**config.mk**
```make
export PLATFORM = sky130hd
export DESIGN_NAME = hazard_ctrl_flat
export DESIGN_NICKNAME = d
export VERILOG_FILES = /design/src/rtl/hazard_ctrl_pkg.sv /design/src/rtl/hazard_ctrl_if.sv /design/src/rtl/hazard_ctrl_sat_counter.sv /design/src/rtl/hazard_ctrl.sv /design/src/flat_wrapper.sv
export SDC_FILE = /design/constraint.sdc
export NUM_CORES = 1
export LEC_CHECK = 0
export CAP_MARGIN = 25
export CORE_UTILIZATION = 50
export DETAILED_ROUTE_END_ITERATION = 7
export GPL_ROUTABILITY_DRIVEN = 1
export PLACE_DENSITY = 0.82
export SKIP_LAST_GASP = 1
export SLEW_MARGIN = 20
export SYNTH_ARGS = -nofsm -noshare
export SYNTH_HDL_FRONTEND = slang
export SYNTH_SLANG_ARGS = --single-unit
```
**constraint.sdc**
```tcl
create_clock -name clk -period 4.7 [get_ports clk]
set_clock_uncertainty 0.2 [all_clocks]
set_input_delay 0.705 -clock clk [delete_from_list [all_inputs] [get_ports clk]]
set_output_delay 0.705 -clock clk [all_outputs]
set_load 0.005 [all_outputs]
```
**src/rtl/hazard_ctrl_pkg.sv**
```systemverilog
// -----------------------------------------------------------------------------
// hazard_ctrl_pkg
// Shared types and constants for the pipeline stall/flush scheduler.
//   hazard_state_t : RUN while the pipe flows, STALL while a memory wait froze it
//   CNT_*          : slot indices of the three performance counters
//   src_hit()      : one ID source operand matches the EX destination
// -----------------------------------------------------------------------------
package hazard_ctrl_pkg;

    localparam int REG_IDX_W = 5;

    typedef enum logic {
        RUN   = 1'b0,
        STALL = 1'b1
    } hazard_state_t;

    localparam int CNT_STALL  = 0;
    localparam int CNT_BUBBLE = 1;
    localparam int CNT_FLUSH  = 2;
    localparam int NUM_CNT    = 3;

    function automatic logic src_hit(input logic                 uses,
                                     input logic [REG_IDX_W-1:0] rs,
                                     input logic [REG_IDX_W-1:0] rd);
        return uses && (rs == rd);
    endfunction

endpackage

```
**src/rtl/hazard_ctrl_if.sv**
```systemverilog
// -----------------------------------------------------------------------------
// hazard_ctrl_if
// Bundle between the pipeline datapath and the hazard controller.
//   Event inputs  : imem_read/resp, dmem_req/resp, ID source indices and use
//                   flags, EX load/destination/taken-branch, perf_clr
//   Control outs  : per-stage loads, IF/ID and ID/EX flushes, pc_load,
//                   instr_capture, stalled
//   Counters      : stall_cycles, bubble_count, flush_count (CNT_W wide)
// master = datapath side, slave = hazard controller side.
// -----------------------------------------------------------------------------
interface hazard_ctrl_if
    import hazard_ctrl_pkg::*;
#(
    parameter int CNT_W = 32
);
    logic                 imem_read;
    logic                 imem_resp;
    logic                 dmem_req;
    logic                 dmem_resp;
    logic [REG_IDX_W-1:0] id_rs1;
    logic [REG_IDX_W-1:0] id_rs2;
    logic                 id_uses_rs1;
    logic                 id_uses_rs2;
    logic                 ex_dmem_read;
    logic [REG_IDX_W-1:0] ex_rd;
    logic                 ex_br_taken;
    logic                 perf_clr;

    logic                 pc_load;
    logic                 if_id_load;
    logic                 id_ex_load;
    logic                 ex_mem_load;
    logic                 mem_wb_load;
    logic                 if_id_flush;
    logic                 id_ex_flush;
    logic                 instr_capture;
    logic                 stalled;
    logic [CNT_W-1:0]     stall_cycles;
    logic [CNT_W-1:0]     bubble_count;
    logic [CNT_W-1:0]     flush_count;

    modport master (
        output imem_read, imem_resp, dmem_req, dmem_resp,
               id_rs1, id_rs2, id_uses_rs1, id_uses_rs2,
               ex_dmem_read, ex_rd, ex_br_taken, perf_clr,
        input  pc_load, if_id_load, id_ex_load, ex_mem_load, mem_wb_load,
               if_id_flush, id_ex_flush, instr_capture, stalled,
               stall_cycles, bubble_count, flush_count
    );

    modport slave (
        input  imem_read, imem_resp, dmem_req, dmem_resp,
               id_rs1, id_rs2, id_uses_rs1, id_uses_rs2,
               ex_dmem_read, ex_rd, ex_br_taken, perf_clr,
        output pc_load, if_id_load, id_ex_load, ex_mem_load, mem_wb_load,
               if_id_flush, id_ex_flush, instr_capture, stalled,
               stall_cycles, bubble_count, flush_count
    );

endinterface

```
**src/rtl/hazard_ctrl_sat_counter.sv**
```systemverilog
// -----------------------------------------------------------------------------
// sat_counter
// Up-counter that sticks at all-ones instead of wrapping.
//   clk, rst : clock and synchronous active-high reset
//   clr      : synchronous clear, wins over inc
//   inc      : add one this cycle
//   count    : current value
// -----------------------------------------------------------------------------
module sat_counter #(
    parameter int W = 32
) (
    input  logic         clk,
    input  logic         rst,
    input  logic         clr,
    input  logic         inc,
    output logic [W-1:0] count
);

    logic [W-1:0] count_q;

    always_ff @(posedge clk) begin
        if (rst || clr) begin
            count_q <= '0;
        end else if (inc && (count_q != {W{1'b1}})) begin
            count_q <= count_q + 1'b1;
        end
    end

    assign count = count_q;

endmodule

```
**src/rtl/hazard_ctrl.sv**
```systemverilog
// -----------------------------------------------------------------------------
// hazard_ctrl
// Stall/flush scheduler for the 5-stage rv32i pipeline.
//   clk, rst : clock and synchronous active-high reset
//   hz       : hazard_ctrl_if slave port carrying the memory handshake
//              status, ID/EX hazard operands, taken-branch flag, the stage
//              load/flush controls and the three performance counters
// Priority of decoded action: memory freeze > taken branch > load-use > run.
// -----------------------------------------------------------------------------
module hazard_ctrl
    import hazard_ctrl_pkg::*;
#(
    parameter int CNT_W = 32
) (
    input logic          clk,
    input logic          rst,
    hazard_ctrl_if.slave hz
);

    hazard_state_t state_q, state_d;
    logic          imem_done_q, imem_done_d;
    logic          dmem_done_q, dmem_done_d;

    logic imem_wait;
    logic dmem_wait;
    logic freeze;
    logic load_use;
    logic take_br;
    logic take_lu;

    logic [NUM_CNT-1:0] cnt_inc;
    logic [CNT_W-1:0]   cnt_val [NUM_CNT];

    // A response already seen during this freeze counts as satisfied, so a
    // one-cycle pulse is not lost while the other port is still waiting.
    assign imem_wait = hz.imem_read & ~(hz.imem_resp | imem_done_q);
    assign dmem_wait = hz.dmem_req  & ~(hz.dmem_resp | dmem_done_q);
    assign freeze    = imem_wait | dmem_wait;

    assign load_use = hz.ex_dmem_read && (hz.ex_rd != '0) &&
                      (src_hit(hz.id_uses_rs1, hz.id_rs1, hz.ex_rd) ||
                       src_hit(hz.id_uses_rs2, hz.id_rs2, hz.ex_rd));

    // A branch seen under freeze is deferred, not dropped: EX holds it until release.
    assign take_br = ~rst & ~freeze & hz.ex_br_taken;
    assign take_lu = ~rst & ~freeze & ~hz.ex_br_taken & load_use;

    // Sticky flags: clearing on advance wins over a same-cycle set, since
    // the pipe consumes that response as it moves.
    always_comb begin
        imem_done_d = imem_done_q;
        dmem_done_d = dmem_done_q;
        if (hz.imem_resp) imem_done_d = 1'b1;
        if (hz.dmem_resp) dmem_done_d = 1'b1;
        if (!freeze) begin
            imem_done_d = 1'b0;
            dmem_done_d = 1'b0;
        end
    end

    always_ff @(posedge clk) begin
        if (rst) begin
            state_q     <= RUN;
            imem_done_q <= 1'b0;
            dmem_done_q <= 1'b0;
        end else begin
            state_q     <= state_d;
            imem_done_q <= imem_done_d;
            dmem_done_q <= dmem_done_d;
        end
    end

    always_comb begin
        state_d          = state_q;
        hz.pc_load       = 1'b0;
        hz.if_id_load    = 1'b0;
        hz.id_ex_load    = 1'b0;
        hz.ex_mem_load   = 1'b0;
        hz.mem_wb_load   = 1'b0;
        hz.if_id_flush   = 1'b0;
        hz.id_ex_flush   = 1'b0;
        hz.instr_capture = 1'b0;
        hz.stalled       = 1'b0;

        case (state_q)
            RUN:     if (freeze)  state_d = STALL;
            STALL:   if (!freeze) state_d = RUN;
            default: state_d = RUN;
        endcase

        if (!rst) begin
            hz.stalled       = (state_q == STALL);
            // Hold a fetch word that returns while dmem keeps the pipe frozen.
            hz.instr_capture = hz.imem_resp & freeze;
            if (freeze) begin
                // everything holds
            end else if (hz.ex_br_taken) begin
                hz.pc_load     = 1'b1;
                hz.if_id_load  = 1'b1;
                hz.id_ex_load  = 1'b1;
                hz.ex_mem_load = 1'b1;
                hz.mem_wb_load = 1'b1;
                hz.if_id_flush = 1'b1;
                hz.id_ex_flush = 1'b1;
            end else if (load_use) begin
                // Front end holds; a bubble enters EX while the back end drains.
                hz.id_ex_load  = 1'b1;
                hz.id_ex_flush = 1'b1;
                hz.ex_mem_load = 1'b1;
                hz.mem_wb_load = 1'b1;
            end else begin
                hz.pc_load     = 1'b1;
                hz.if_id_load  = 1'b1;
                hz.id_ex_load  = 1'b1;
                hz.ex_mem_load = 1'b1;
                hz.mem_wb_load = 1'b1;
            end
        end
    end

    assign cnt_inc[CNT_STALL]  = ~rst & freeze;
    assign cnt_inc[CNT_BUBBLE] = take_lu;
    assign cnt_inc[CNT_FLUSH]  = take_br;

    generate
        for (genvar gi = 0; gi < NUM_CNT; gi++) begin : g_cnt
            sat_counter #(.W(CNT_W)) u_cnt (
                .clk   (clk),
                .rst   (rst),
                .clr   (hz.perf_clr),
                .inc   (cnt_inc[gi]),
                .count (cnt_val[gi])
            );
        end
    endgenerate

    assign hz.stall_cycles = cnt_val[CNT_STALL];
    assign hz.bubble_count = cnt_val[CNT_BUBBLE];
    assign hz.flush_count  = cnt_val[CNT_FLUSH];

endmodule

```
**src/flat_wrapper.sv**
```systemverilog
// flat-port wrapper written by rule: the top's interface ports become plain ports
module hazard_ctrl_flat import hazard_ctrl_pkg::*;
#(
    parameter int CNT_W = 32
)
  (clk, rst, hz_imem_read, hz_imem_resp, hz_dmem_req, hz_dmem_resp, hz_id_rs1, hz_id_rs2, hz_id_uses_rs1, hz_id_uses_rs2, hz_ex_dmem_read, hz_ex_rd, hz_ex_br_taken, hz_perf_clr, hz_pc_load, hz_if_id_load, hz_id_ex_load, hz_ex_mem_load, hz_mem_wb_load, hz_if_id_flush, hz_id_ex_flush, hz_instr_capture, hz_stalled, hz_stall_cycles, hz_bubble_count, hz_flush_count);
  hazard_ctrl_if #(.CNT_W(CNT_W)) hz_i ();
  input logic clk;
  input logic rst;
  input wire logic [$bits(hz_i.imem_read)-1:0] hz_imem_read;
  input wire logic [$bits(hz_i.imem_resp)-1:0] hz_imem_resp;
  input wire logic [$bits(hz_i.dmem_req)-1:0] hz_dmem_req;
  input wire logic [$bits(hz_i.dmem_resp)-1:0] hz_dmem_resp;
  input wire logic [$bits(hz_i.id_rs1)-1:0] hz_id_rs1;
  input wire logic [$bits(hz_i.id_rs2)-1:0] hz_id_rs2;
  input wire logic [$bits(hz_i.id_uses_rs1)-1:0] hz_id_uses_rs1;
  input wire logic [$bits(hz_i.id_uses_rs2)-1:0] hz_id_uses_rs2;
  input wire logic [$bits(hz_i.ex_dmem_read)-1:0] hz_ex_dmem_read;
  input wire logic [$bits(hz_i.ex_rd)-1:0] hz_ex_rd;
  input wire logic [$bits(hz_i.ex_br_taken)-1:0] hz_ex_br_taken;
  input wire logic [$bits(hz_i.perf_clr)-1:0] hz_perf_clr;
  output wire logic [$bits(hz_i.pc_load)-1:0] hz_pc_load;
  output wire logic [$bits(hz_i.if_id_load)-1:0] hz_if_id_load;
  output wire logic [$bits(hz_i.id_ex_load)-1:0] hz_id_ex_load;
  output wire logic [$bits(hz_i.ex_mem_load)-1:0] hz_ex_mem_load;
  output wire logic [$bits(hz_i.mem_wb_load)-1:0] hz_mem_wb_load;
  output wire logic [$bits(hz_i.if_id_flush)-1:0] hz_if_id_flush;
  output wire logic [$bits(hz_i.id_ex_flush)-1:0] hz_id_ex_flush;
  output wire logic [$bits(hz_i.instr_capture)-1:0] hz_instr_capture;
  output wire logic [$bits(hz_i.stalled)-1:0] hz_stalled;
  output wire logic [$bits(hz_i.stall_cycles)-1:0] hz_stall_cycles;
  output wire logic [$bits(hz_i.bubble_count)-1:0] hz_bubble_count;
  output wire logic [$bits(hz_i.flush_count)-1:0] hz_flush_count;
  assign hz_i.imem_read = hz_imem_read;
  assign hz_i.imem_resp = hz_imem_resp;
  assign hz_i.dmem_req = hz_dmem_req;
  assign hz_i.dmem_resp = hz_dmem_resp;
  assign hz_i.id_rs1 = hz_id_rs1;
  assign hz_i.id_rs2 = hz_id_rs2;
  assign hz_i.id_uses_rs1 = hz_id_uses_rs1;
  assign hz_i.id_uses_rs2 = hz_id_uses_rs2;
  assign hz_i.ex_dmem_read = hz_ex_dmem_read;
  assign hz_i.ex_rd = hz_ex_rd;
  assign hz_i.ex_br_taken = hz_ex_br_taken;
  assign hz_i.perf_clr = hz_perf_clr;
  assign hz_pc_load = hz_i.pc_load;
  assign hz_if_id_load = hz_i.if_id_load;
  assign hz_id_ex_load = hz_i.id_ex_load;
  assign hz_ex_mem_load = hz_i.ex_mem_load;
  assign hz_mem_wb_load = hz_i.mem_wb_load;
  assign hz_if_id_flush = hz_i.if_id_flush;
  assign hz_id_ex_flush = hz_i.id_ex_flush;
  assign hz_instr_capture = hz_i.instr_capture;
  assign hz_stalled = hz_i.stalled;
  assign hz_stall_cycles = hz_i.stall_cycles;
  assign hz_bubble_count = hz_i.bubble_count;
  assign hz_flush_count = hz_i.flush_count;
  hazard_ctrl #(.CNT_W(CNT_W)) u_core (.clk(clk), .rst(rst), .hz(hz_i));
endmodule
```
* Word-level counts from Yosys, hierarchy flattened
Index checks and enable logic that the tools add are counted.
** Operators by class
- Add/sub/neg operators :: 3
- Multiply operators :: 0
- Divide/modulo/power cells :: 0
- Order comparisons :: 0
- Equal/unequal tests :: 5
- Shift operators :: 0
- Muxes and demuxes :: 16
- Bitwise gates (word level) :: 16
- Reductions and logical operators :: 11
** Operators with widths (number)
- adder 32 x 1 -> 32 bit (second input constant) :: 3
- != test 32 bit (second input constant) :: 3
- two-way mux 1 bit :: 16
- == test 5 bit :: 2
- bitwise AND 1 bit :: 8
- logical AND 1 bit :: 7
- inverter 1 bit :: 5
- nonzero test 5 bit :: 1
- OR 1 bit :: 3
- logical OR 1 bit :: 2
- OR reduction 2 bit :: 1
** Storage, ports and cells
- Bits in registers :: 99
- Latch bits :: 0
- Memory bits (writable) :: 0
- Bits in read-only memories :: 0
- Input port bits :: 26
- Output and inout bits :: 105
- Word-level logic and storage cells :: 57
- Memories kept :: 0

* Logic depth before layout (Yosys ltp)
Gate-level depths: netlist (run 1).
- Depth in word-level cells :: 9
- Gate-level depth with buffers :: 8
- Depth with buffers taken out :: 7

* Modules after synthesis
From an unflattened synthesis (run 1), not the netlist that was laid out.
** Second synthesis, totals
- Cell total of the unflattened synthesis :: 606
- Area, all modules :: 5353.9 sq um
** Modules (own cells, without submodules)
- sat_counter :: instances 3, cells an instance 189, area each 1681.6 sq um, seq. area each 640.6 sq um
- hazard_ctrl :: instances 1, cells an instance 39, area each 309.0 sq um, seq. area each 60.1 sq um

* Worst setup path after synthesis (run 1)
OpenSTA, ideal clock, no wires.
- Path type :: input to output
- Start point :: in hz_ex_rd[0]
- End point :: out hz_pc_load
- Data arrival time :: 1795 ps
- Data required time :: 3795 ps
- Slack :: 2000 ps
- Stages on the path :: 5
- Path buffers :: 1
- Cell sequence :: or4_1 > o21a_1 > nand2_1 > o21a_1 > buf_4
** Between the ends
- Word-level cells in the longest chain between the ends :: 8
- Elaborated cells on any way between the ends :: 12
- Classes of those cells :: 2 x eq/ne; 4 x mux; 6 x reduce/logical
** Ends and longest elaborated chain
- start: declaration :: line flat_wrapper.sv:19 : input wire logic [$bits(hz_i.ex_rd)-1:0] hz_ex_rd;
- == test 5 bit :: line hazard_ctrl_pkg.sv:25 : return uses && (rs == rd);
- logical AND 1 bit :: line hazard_ctrl_pkg.sv:25
- logical OR 1 bit :: line hazard_ctrl.sv:41 : (src_hit(hz.id_uses_rs1, hz.id_rs1, hz.ex_rd) ||
- logical AND 1 bit * :: line hazard_ctrl.sv:40 : assign load_use = hz.ex_dmem_read && (hz.ex_rd != '0) &&
- two-way mux 1 bit * (4 in series)
- end: declaration :: line flat_wrapper.sv:22 : output wire logic [$bits(hz_i.pc_load)-1:0] hz_pc_load;
Every way passes the cells marked *; elsewhere a longest branch is shown, timed or not.

* Worst setup path in the final report (run 1)
- Start point :: in hz_imem_resp
- End point :: out hz_if_id_flush
** Between the ends
- Word-level cells in the longest chain between the ends :: 6
** Ends and longest elaborated chain
- start: declaration :: line flat_wrapper.sv:11 : input wire logic [$bits(hz_i.imem_resp)-1:0] hz_imem_resp;
- OR 1 bit :: line hazard_ctrl.sv:36 : assign imem_wait = hz.imem_read & ~(hz.imem_resp | imem_done_q);
- inverter 1 bit :: line hazard_ctrl.sv:36
- bitwise AND 1 bit :: line hazard_ctrl.sv:36
- OR 1 bit :: line hazard_ctrl.sv:38 : assign freeze = imem_wait | dmem_wait;
- two-way mux 1 bit :: line hazard_ctrl.sv:95 : if (freeze) begin
- two-way mux 1 bit :: line hazard_ctrl.sv:91 : if (!rst) begin
- end: declaration :: line flat_wrapper.sv:27 : output wire logic [$bits(hz_i.if_id_flush)-1:0] hz_if_id_flush;
No other way between the ends.

==> results of run 1 <==
[power groups by stage]
stage,clock network (mW),registers (mW),logic [mW]
4_1_cts,0.552,0.842,0.0930
3_5_place_dp,0,0.861,0.0923
6_report,0.539,0.842,0.0925
3_3_place_gp,0,0.861,0.0901
2_1_floorplan,0,0.861,0.0495
5_1_grt,0.585,0.842,0.0999
[worst register-to-register path: cells and delay by family, from the launching register on]
kind / cells / cell delay, ns
simple gates: 5 / 1.64
flops: 1 / 0.45
compound gates: 1 / 0.14
[per-layer routing]
| metal | global-route usage (%) | vias up | wire length, um |
|---|---|---|---|
| met5 | 0 | - | 0 |
| met4 | 8.02 | 0 | 110 |
| met3 | 6.58 | 10 | 925 |
| met2 | 41.2 | 132 | 6100 |
| met1 | 30.9 | 2301 | 5650 |
| li1 | - | 2384 | - |
[path summary, 6_finish.rpt]
| path | from | to |
|---|---|---|
| worst min-delay path | u_core.g_cnt[0].u_cnt.count[1] | u_core.g_cnt[0].u_cnt.count[1] |
| worst max register to register | u_core.g_cnt[1].u_cnt.count[6] | u_core.g_cnt[1].u_cnt.count[29] |
| worst max-delay path | hz_imem_resp | hz_if_id_flush |
| worst min register to register | u_core.g_cnt[0].u_cnt.count[1] | u_core.g_cnt[0].u_cnt.count[1] |
[metrics by stage]
stage	total power, mW	instances	setup WS, ns	hold slack [ns]
finish	1.47	855	0.973	0.297
global route	1.53	855	0.873	0.335
floorplan	0.911	595	2.00	0.266
detailed placement	0.954	840	0.985	0.287
CTS	1.49	855	0.979	0.304
global placement	0.951	840	0.991	0.275
[logic make-up (layout without fill, tap and decap cells)]
kind of cell / after synthesis / after routing / share of synthesized area, %
AO/OA/AOI/OAI: 68 / 68 / 8.92
XOR/XNOR: 69 / 69 / 12.0
buffers and inverters: 33 / 160 / 3.34
multiplexers: 6 / 6 / 1.19
adder cells (fa/ha/maj): 3 / 3 / 0.743
flip-flops: 99 / 99 / 39.2
AND/OR/NAND/NOR: 317 / 317 / 34.6
[cell type report]
| type | instances | area [sq um] |
|---|---|---|
| inverter | 12 | 45.0 |
| timing repair buffer | 133 | 1320 |
| multi-input combinational | 463 | 2900 |
| clock inverter | 4 | 51.3 |
| sequential | 99 | 1980 |
| clock buffer | 11 | 141 |
| tap | 133 | 166 |
| fill | 788 | 3170 |
[layout by cell type, fill, tap and decap left out, drive strengths merged, types with 4 or more instances in the layout]
cell / n
nor2: 80
and3: 18
nand4: 41
o21ai: 17
and4: 11
and2: 5
a21oi: 24
or4: 12
xnor2: 29
inv: 11
nand3: 41
o31ai: 7
nor3: 10
clkdlybuf4s50: 130
xor2: 40
mux2i: 6
o211ai: 5
clkbuf: 11
nor4: 11
or3: 23
dfxtp: 99
nand2: 49
or2: 4
[flip-flops by register name, indices dropped and copies added, names as in the netlist]
| register | flops |
|---|---|
| u_core.state_q | 1 |
| u_core.dmem_done_q | 1 |
| u_core.g_cnt.u_cnt.count | 96 |
| u_core.imem_done_q | 1 |
==> qor.txt, run 1 <==
share of cells above drive strength 1 = 5.40%
crit-path most repeated cell = clkdlybuf4s50_1
crit path time final = 3.73 ns
Worst EP required = 3.80 ns
pins over their slew limit = 0
Sink Count = 99
ANT cells = 0
CP Max Fanout = 9
Max Cap Viol = 0
endpoints failing setup = 0
Crit path buffers/inverters = 3
Initial DRT Pass Iterations = 4
Final GP Congestion = 0.885
Int Power = 1.14 mW
Hold Path Class = flop to flop
Post-Route WL = 12,800 um
crit path DAT = 2.82 ns
total number of vias = 4,827
CTS tree = yes
Area contributors post-synth = dfxtp_1 39%, xor2_1 6.9%, nor2_1 5.9%
delay-heaviest family, CP = buffers and inverters
Seq pwr share = 57.1%
Peak Freq = 268 MHz
Synth cell types = 57
Leak Pwr = 2.07 nW
Peak VDD IR = 173 uV
Max-slew headroom = 53.3%
total negative slack = 0 ns
Max clock buf depth = 2
Clk Latency, worst-skew pair = 0.36 ns
Final HPWL DP = 9270 um
Net Count, Synth = 624
status = completed
IO Count = 131
syn avg cell area = 8.49 sq um
cell area power density = 223 mW/mm^2
vias in the first global route = 4,447
RSZ-0062 raised after global routing = no
hold depth = 2
die width = 102 um
CTS Root Cell = clkbuf_8
first-pass GRT wire length = 20,600 um
critical path, cell by cell = clkdlybuf4s50_1, nor3b_1, or4_1, clkinv_1, clkdlybuf4s50_1
Post-Place Cell Area = 0.00642 sq mm
Crit. End Element = output port
All-Layer GR Usage = 24.7%
H-Tree Depth = 3
cells after synthesis = 595
path length in cells of the critical path = 5
Starting Density = 51.7%
largest net degree at the start of global routing = 55
Num CTS Buffers = 9
Startpoint Class = input port
flops & latches, synth = 99
FP Rows = 36
post-synth top area cell = dfxtp_1
Placeable Area = 0.00977 sq mm
DIE HEIGHT = 102 um
Worst path slowest cell = or4_1
PostCTS Resize Cnt = 0
Final Cell Area = 0.00661 sq mm
Final Hold Fails = 0
die area = 0.0105 sq mm
ys async rst share = 0%
Synth top area share = 39.2%
initial antenna violation count = 0
WL/cell = 15.0 um
Worst-path clk slew = 0.09 ns
antenna-violating nets left = 0
Seq/Total Area, Yosys = 39.2%
Tcrit/Tclk final = 79.3%
sw power = 0.330 mW
Main synth FF type = dfxtp_1
gr ovfl total = 0
top cells by count, synth = 99 x dfxtp_1, 79 x nor2_1, 49 x nand2_1
Nets = 747
# DRC = 0
Synth Cell Area = 0.00505 sq mm
Area Overhead vs Synth = 30.9%
Initial DRC Count = 168
critical path type = input port to output port
cts hold-fix bufs = 0
post-layout util = 67.6%
Port Buf Inserts = 130
Post-CTS Setup Bufs = 0
worst slew pin tran = 0.695 ns
synth warn = 0
Worst path max stage delay = 0.70 ns
routed vias/inst = 5.65
combinational fraction of design power = 6.3%
EDFF count, synth = 0
R2R depth = 6
switch share = 22.4%
clock power share = 36.6%
count leader, synth = dfxtp_1
Reg2Reg Setup Slack = 2.20 ns
No activity file was read; power rests on OpenSTA's default activity.
==> inputs of run 2 (changes only) <==
--- a/config.mk
+++ b/config.mk
@@ -6,10 +6,10 @@
 export NUM_CORES = 1
 export LEC_CHECK = 0
 export CAP_MARGIN = 25
-export CORE_UTILIZATION = 50
+export CORE_UTILIZATION = 49
 export DETAILED_ROUTE_END_ITERATION = 7
 export GPL_ROUTABILITY_DRIVEN = 1
-export PLACE_DENSITY = 0.82
+export PLACE_DENSITY = 0.8
 export SKIP_LAST_GASP = 1
 export SLEW_MARGIN = 20
 export SYNTH_ARGS = -nofsm -noshare
==> constraint.sdc (replaced) <==
create_clock -name clk -period 3.5 [get_ports clk]
set_clock_uncertainty 0.2 [all_clocks]
set_input_delay 0.525 -clock clk [delete_from_list [all_inputs] [get_ports clk]]
set_output_delay 0.525 -clock clk [all_outputs]
set_load 0.005 [all_outputs]
==> run 2 against run 1 <==
Effect of this change: cell count is 0.47% higher; combinational power grew 42%; worst hold slack better by 0.0034 ns; via count up 1.7%; final area grew 0.53%; sequential cell count did not move; non-clock buffer count increased by 3; first-iteration DRC count up 14%; core utilization decreased by 0.26 points; count of clock-buffer cells in the layout shrank 1; power is 35% higher; sequential share of layout area down 0.16 points; critical endpoint is now hz_id_ex_flush; largest cell class unchanged; highest routed layer unchanged.
==> qor.txt, run 2 (synthesized netlist as in run 1, its figures left out) <==
Placeable Area = 0.00986 sq mm (was 0.00977 sq mm)
Max-slew headroom = 53.7% (was 53.3%)
WL/cell = 15.3 um (was 15.0 um)
GR peak layer = met2 (unchanged)
total number of vias = 4,909 (was 4,827)
vias in the first global route = 4,627 (was 4,447)
largest net degree at the start of global routing = 56 (was 55)
routed vias/inst = 5.71 (was 5.65)
CTS Root Cell = clkbuf_8 (unchanged)
worst slew pin tran = 0.689 ns (was 0.695 ns)
Int Power = 1.49 mW (was 1.14 mW)
Reg2Reg Setup Slack = 0.96 ns (was 2.20 ns)
dpl cells = 843 (was 840)
die area = 0.0107 sq mm (was 0.0105 sq mm)
Final Hold Fails = 0 (unchanged)
Seq pwr share = 56.8% (was 57.1%)
total negative slack = 0 ns (unchanged)
Starting Density = 51.2% (was 51.7%)
H-Tree Depth = 3 (unchanged)
ANT cells = 0 (unchanged)
cell area power density = 300 mW/mm^2 (was 223 mW/mm^2)
Num CTS Buffers = 9 (unchanged)
Sink Count = 99 (unchanged)
first-pass GRT wire length = 22,000 um (was 20,600 um)
combinational fraction of design power = 6.6% (was 6.3%)
CP endpoint = hz_id_ex_flush (was hz_if_id_flush)
initial antenna violation count = 0 (unchanged)
clock power share = 36.7% (was 36.6%)
Max clock buf depth = 2 (unchanged)
pins over their slew limit = 0 (unchanged)
commonest non-fill, non-tap cells in the layout = 130 x clkdlybuf4s50_1, 99 x dfxtp_1, 79 x nor2_1 (unchanged)
Area Overhead vs Synth = 31.6% (was 30.9%)
R2R depth = 6 (unchanged)
Hold Path Class = flop to flop (unchanged)
Worst-path clk slew = 0.09 ns (about the same)
status = completed (unchanged)
Tcrit/Tclk final = 95.0%
gr ovfl total = 0 (unchanged)
antenna-violating nets left = 0 (unchanged)
crit path time final = 3.33 ns
Initial DRC Count = 191 (was 168)
max reg flops = 96 (unchanged)
Final HPWL DP = 9530 um (was 9270 um)
DIE HEIGHT = 104 um (was 102 um)
Startpoint Class = input port (unchanged)
CTS tree = yes (unchanged)
CP Max Fanout = 6 (was 9)
FF-to-FF End = u_core.g_cnt[1].u_cnt.count[29] (unchanged)
Peak VDD IR = 200 uV (was 173 uV)
PostCTS Resize Cnt = 0 (unchanged)
All-Layer GR Usage = 24.4% (was 24.7%)
Clk Latency, worst-skew pair = 0.36 ns (about the same)
M1 GR Usage = 30.5% (was 30.9%)
sw power = 0.504 mW (was 0.330 mW)
Nets = 750 (was 747)
FP Rows = 36 (unchanged)
Peak Freq = 301 MHz
endpoints failing setup = 0 (unchanged)
critical path type = input port to output port (unchanged)
Non-Filler Instances = 859 (was 855)
crit path DAT = 2.60 ns (was 2.82 ns)
switch share = 25.3% (was 22.4%)
# DRC = 0 (unchanged)
Post-CTS Setup Bufs = 0 (unchanged)
die width = 104 um (was 102 um)
reg-to-reg startpoint = u_core.g_cnt[1].u_cnt.count[6] (unchanged)
Post-Route WL = 13,100 um (was 12,800 um)
IO Count = 131 (unchanged)
Leak Pwr = 2.09 nW (was 2.07 nW)
Crit. End Element = output port (unchanged)
crit path from = hz_ex_rd[2] (was hz_imem_resp)
Worst EP required = 2.77 ns (was 3.80 ns)
met3 Usage GRT = 5.22% (was 6.58%)
Max Cap Viol = 0 (unchanged)
cts hold-fix bufs = 0 (unchanged)
Final GP Congestion = 0.889 (was 0.885)
Port Buf Inserts = 130 (unchanged)
met2 Use GR = 41.9% (was 41.2%)
RSZ-0062 raised after global routing = no (unchanged)
Initial DRT Pass Iterations = 4 (unchanged)
leading cell type in the layout, fill and taps excluded = clkdlybuf4s50_1 (unchanged)
share of cells above drive strength 1 = 6.06% (was 5.40%)
-- run 2: cell count changes in the layout (fill, tap and decap cells not counted), sizes merged --
cell      previous run  this run
clkbuf              11        10
clkinvlp             1         0
inv                 11        15
bufinv               1         0
buf                  3         6
-- run 2: routing by layer --
metal	part of all wire (%)	routed length, um
met5	0	0
met4	1.5	195
met3	6.3	824
met2	49	6460
met1	43	5640
-- run 2: layout make-up --
class	instances	area, sq um
Fill cell	805	3220
Multi-Input combinational cell	463	2900
Sequential cell	99	1980
Timing Repair Buffer	136	1360
Tap cell	133	166
Clock buffer	10	138
Clock inverter	6	55.1
Inverter	12	45.0
-- run 2: worst min-delay path by stage --
stage	from	to	slack [ns]	cells past startpoint
after floorplan	u_core.dmem_done_q	u_core.dmem_done_q	0.27	2
after global placement	u_core.g_cnt[1].u_cnt.count[28]	u_core.g_cnt[1].u_cnt.count[28]	0.28	2
final	u_core.g_cnt[2].u_cnt.count[1]	u_core.g_cnt[2].u_cnt.count[1]	0.30	2
after detailed placement	u_core.g_cnt[2].u_cnt.count[1]	u_core.g_cnt[2].u_cnt.count[1]	0.29	2
after CTS	u_core.g_cnt[2].u_cnt.count[1]	u_core.g_cnt[2].u_cnt.count[1]	0.30	2
after global routing	u_core.g_cnt[1].u_cnt.count[17]	u_core.g_cnt[1].u_cnt.count[17]	0.34	2
-- run 2: power groups by stage --
stage / registers [mW] / clock network [mW] / logic [mW]
2_1_floorplan: 1.16 / 0 / 0.0664
3_3_place_gp: 1.16 / 0 / 0.129
3_5_place_dp: 1.16 / 0 / 0.131
4_1_cts: 1.13 / 0.743 / 0.132
5_1_grt: 1.13 / 0.797 / 0.142
6_report: 1.13 / 0.730 / 0.131
-- run 2: through the flow --
stage	hold WS, ns	area, sq um	worst slack, ns	power [mW]	util [%]
final	0.300	6640	0.175	1.99	67.4
after global routing	0.341	6640	0.0291	2.07	67.4
after CTS	0.302	6640	0.184	2.01	67.4
after detailed placement	0.288	6450	0.197	1.29	65.4
after global placement	0.277	6450	0.216	1.29	65.4
after floorplan	0.266	5050	1.16	1.22	-
-- run 2: critical path: stages --
cell and delay [ns]:
clkdlybuf4s50_1 0.47, xnor2_1 0.24, nand4_1 0.21, o22ai_4 0.30, nand2_1 0.14, a21boi_0 0.19
clkdlybuf4s50_1 0.52
==> inputs of run 3 (changes only) <==
--- a/config.mk
+++ b/config.mk
@@ -9,6 +9,7 @@
 export CORE_UTILIZATION = 49
 export DETAILED_ROUTE_END_ITERATION = 7
 export GPL_ROUTABILITY_DRIVEN = 1
+export GPL_TIMING_DRIVEN = 0
 export PLACE_DENSITY = 0.8
 export SKIP_LAST_GASP = 1
 export SLEW_MARGIN = 20
==> run 3 against run 2 <==
Effect of this change: combinational power increased by 6%; critical path type unchanged; critical path depth stayed put; cell count increased by 1.7%; largest power group unchanged.
==> qor.txt, run 3 (synthesized netlist as in run 1, its figures left out) <==
Leak Pwr = 2.12 nW (was 2.09 nW)
commonest non-fill, non-tap cells in the layout = 129 x clkdlybuf4s50_1, 99 x dfxtp_1, 79 x nor2_1 (was 130 x clkdlybuf4s50_1, 99 x dfxtp_1, 79 x nor2_1)
Final HPWL DP = 10,300 um (was 9530 um)
Crit. End Element = output port (unchanged)
first-pass GRT wire length = 23,000 um (was 22,000 um)
H-Tree Depth = 3 (unchanged)
Overall Power = 1.96 mW (was 1.99 mW)
largest net degree at the start of global routing = 18 (was 56)
initial antenna violation count = 0 (unchanged)
Final Hold Fails = 0 (unchanged)
Max clock buf depth = 2 (unchanged)
Worst EP required = 2.77 ns (about the same)
delay-heaviest family, CP = buffers and inverters (unchanged)
vias in the first global route = 4,761 (was 4,627)
IO Count = 131 (unchanged)
Num CTS Buffers = 9 (unchanged)
Starting Density = 51.2% (unchanged)
Post-Place Cell Area = 0.00652 sq mm (was 0.00645 sq mm)
die width = 104 um (unchanged)
CP Max Fanout = 5 (was 6)
Peak VDD IR = 205 uV (was 200 uV)
worst slew pin tran = 0.726 ns (was 0.689 ns)
Worst-path clk slew = 0.09 ns (about the same)
Clk Latency, worst-skew pair = 0.36 ns (about the same)
All-Layer GR Usage = 25.8% (was 24.4%)
ANT cells = 0 (unchanged)
WL/cell = 15.7 um (was 15.3 um)
cts hold-fix bufs = 0 (unchanged)
Worst path max stage delay = 0.55 ns (was 0.52 ns)
Final GP Congestion = 0.850 (was 0.889)
Placeable Area = 0.00986 sq mm (unchanged)
FP Rows = 36 (unchanged)
Max-slew headroom = 51.2% (was 53.7%)
Max Cap Viol = 0 (unchanged)
Tcrit/Tclk final = 97.7% (was 95.0%)
# DRC = 0 (unchanged)
status = completed (unchanged)
Post-CTS Setup Bufs = 0 (unchanged)
Startpoint Class = input port (unchanged)
Port Buf Inserts = 130 (unchanged)
max reg flops = 96 (unchanged)
cell area power density = 292 mW/mm^2 (was 300 mW/mm^2)
CTS Root Cell = clkbuf_8 (unchanged)
antenna-violating nets left = 0 (unchanged)
endpoints failing setup = 0 (unchanged)
crit-path most repeated cell = clkdlybuf4s50_1 (unchanged)
Post-Route WL = 13,800 um (was 13,100 um)
total negative slack = 0 ns (unchanged)
Nets = 765 (was 750)
Area Overhead vs Synth = 32.8% (was 31.6%)
crit path DAT = 2.69 ns (was 2.60 ns)
RSZ-0062 raised after global routing = no (unchanged)
Crit path buffers/inverters = 3 (was 2)
DIE HEIGHT = 104 um (unchanged)
critical path, cell by cell = clkdlybuf4s50_1, or4_1, o21a_2, nand2_2, o21a_1, buf_4, clkdlybuf4s50_1 (was clkdlybuf4s50_1, xnor2_1, nand4_1, o22ai_4, nand2_1, a21boi_0, clkdlybuf4s50_1)
Peak Freq = 292 MHz (was 301 MHz)
share of cells above drive strength 1 = 6.48% (was 6.06%)
leading cell type in the layout, fill and taps excluded = clkdlybuf4s50_1 (unchanged)
die area = 0.0107 sq mm (unchanged)
total number of vias = 5,023 (was 4,909)
Initial DRT Pass Iterations = 5 (was 4)
gr ovfl total = 0 (unchanged)
Initial DRC Count = 233 (was 191)
critical path type = input port to output port (unchanged)
Sink Count = 99 (unchanged)
pins over their slew limit = 0 (unchanged)
CTS tree = yes (unchanged)
routed vias/inst = 5.75 (was 5.71)
Worst path slowest cell = or4_1 (was clkdlybuf4s50_1)
crit path time final = 3.42 ns (was 3.33 ns)
Hold Path Class = flop to flop (unchanged)
Final Cell Area = 0.00671 sq mm (was 0.00664 sq mm)
==> run 3: worst paths after layout <==
check                                                      end  slack, ns                       startpoint  depth (start not counted)
worst max-delay path                                hz_pc_load       0.08                      hz_ex_rd[0]                          7
worst min-delay path            u_core.g_cnt[0].u_cnt.count[1]       0.31   u_core.g_cnt[0].u_cnt.count[1]                          2
worst max register to register  u_core.g_cnt[1].u_cnt.count[0]       1.04  u_core.g_cnt[1].u_cnt.count[19]                          8
worst min register to register  u_core.g_cnt[0].u_cnt.count[1]       0.31   u_core.g_cnt[0].u_cnt.count[1]                          2
==> run 3: repair_timing <==
action	in CTS	in global routing
endpoints found under the setup margin	0	2
hold endpoints to repair	0	0
resized for setup	0	4
==> run 3: metrics by stage <==
step / hold WS (ns) / util, % / setup WS, ns / std cells
detailed placement: 0.294 / 66.1 / 0.0219 / 858
CTS: 0.308 / 67.9 / 0.0151 / 874
floorplan: 0.266 / - / 1.16 / 595
finish: 0.305 / 68.0 / 0.0804 / 874
global route: 0.326 / 68.0 / 0.0278 / 874
global placement: 0.278 / 66.1 / 0.0401 / 858
==> run 3: final cells by class <==
cell class	count	area (sq um)
Multi-Input combinational cell	463	2900
Timing Repair Buffer	130	1300
Fill cell	803	3160
Inverter	12	45.0
Clock buffer	10	138
Clock inverter	6	46.3
Tap cell	133	166
Sequential cell	99	1980
Buffer	21	124
==> run 3: worst min-delay path: stages (launching register included) <==
cell	delay (ns)
dfxtp_1	0.35
nand2_1	0.07
a21oi_1	0.05
==> run 3: power breakdown <==
part	switching [mW]	internal (mW)	leakage, nW
combinational	0.0724	0.0667	1.23
sequential	0.00191	1.13	0.798
clock	0.406	0.285	0.0897
total	0.480	1.48	2.12
==> run 3: routing by layer <==
metal | global-route usage (%) | share of wire, %
met2 | 43.9 | 48
met4 | 7.97 | 1.7
met3 | 5.98 | 7.9
met1 | 32.3 | 42
met5 | 0 | 0
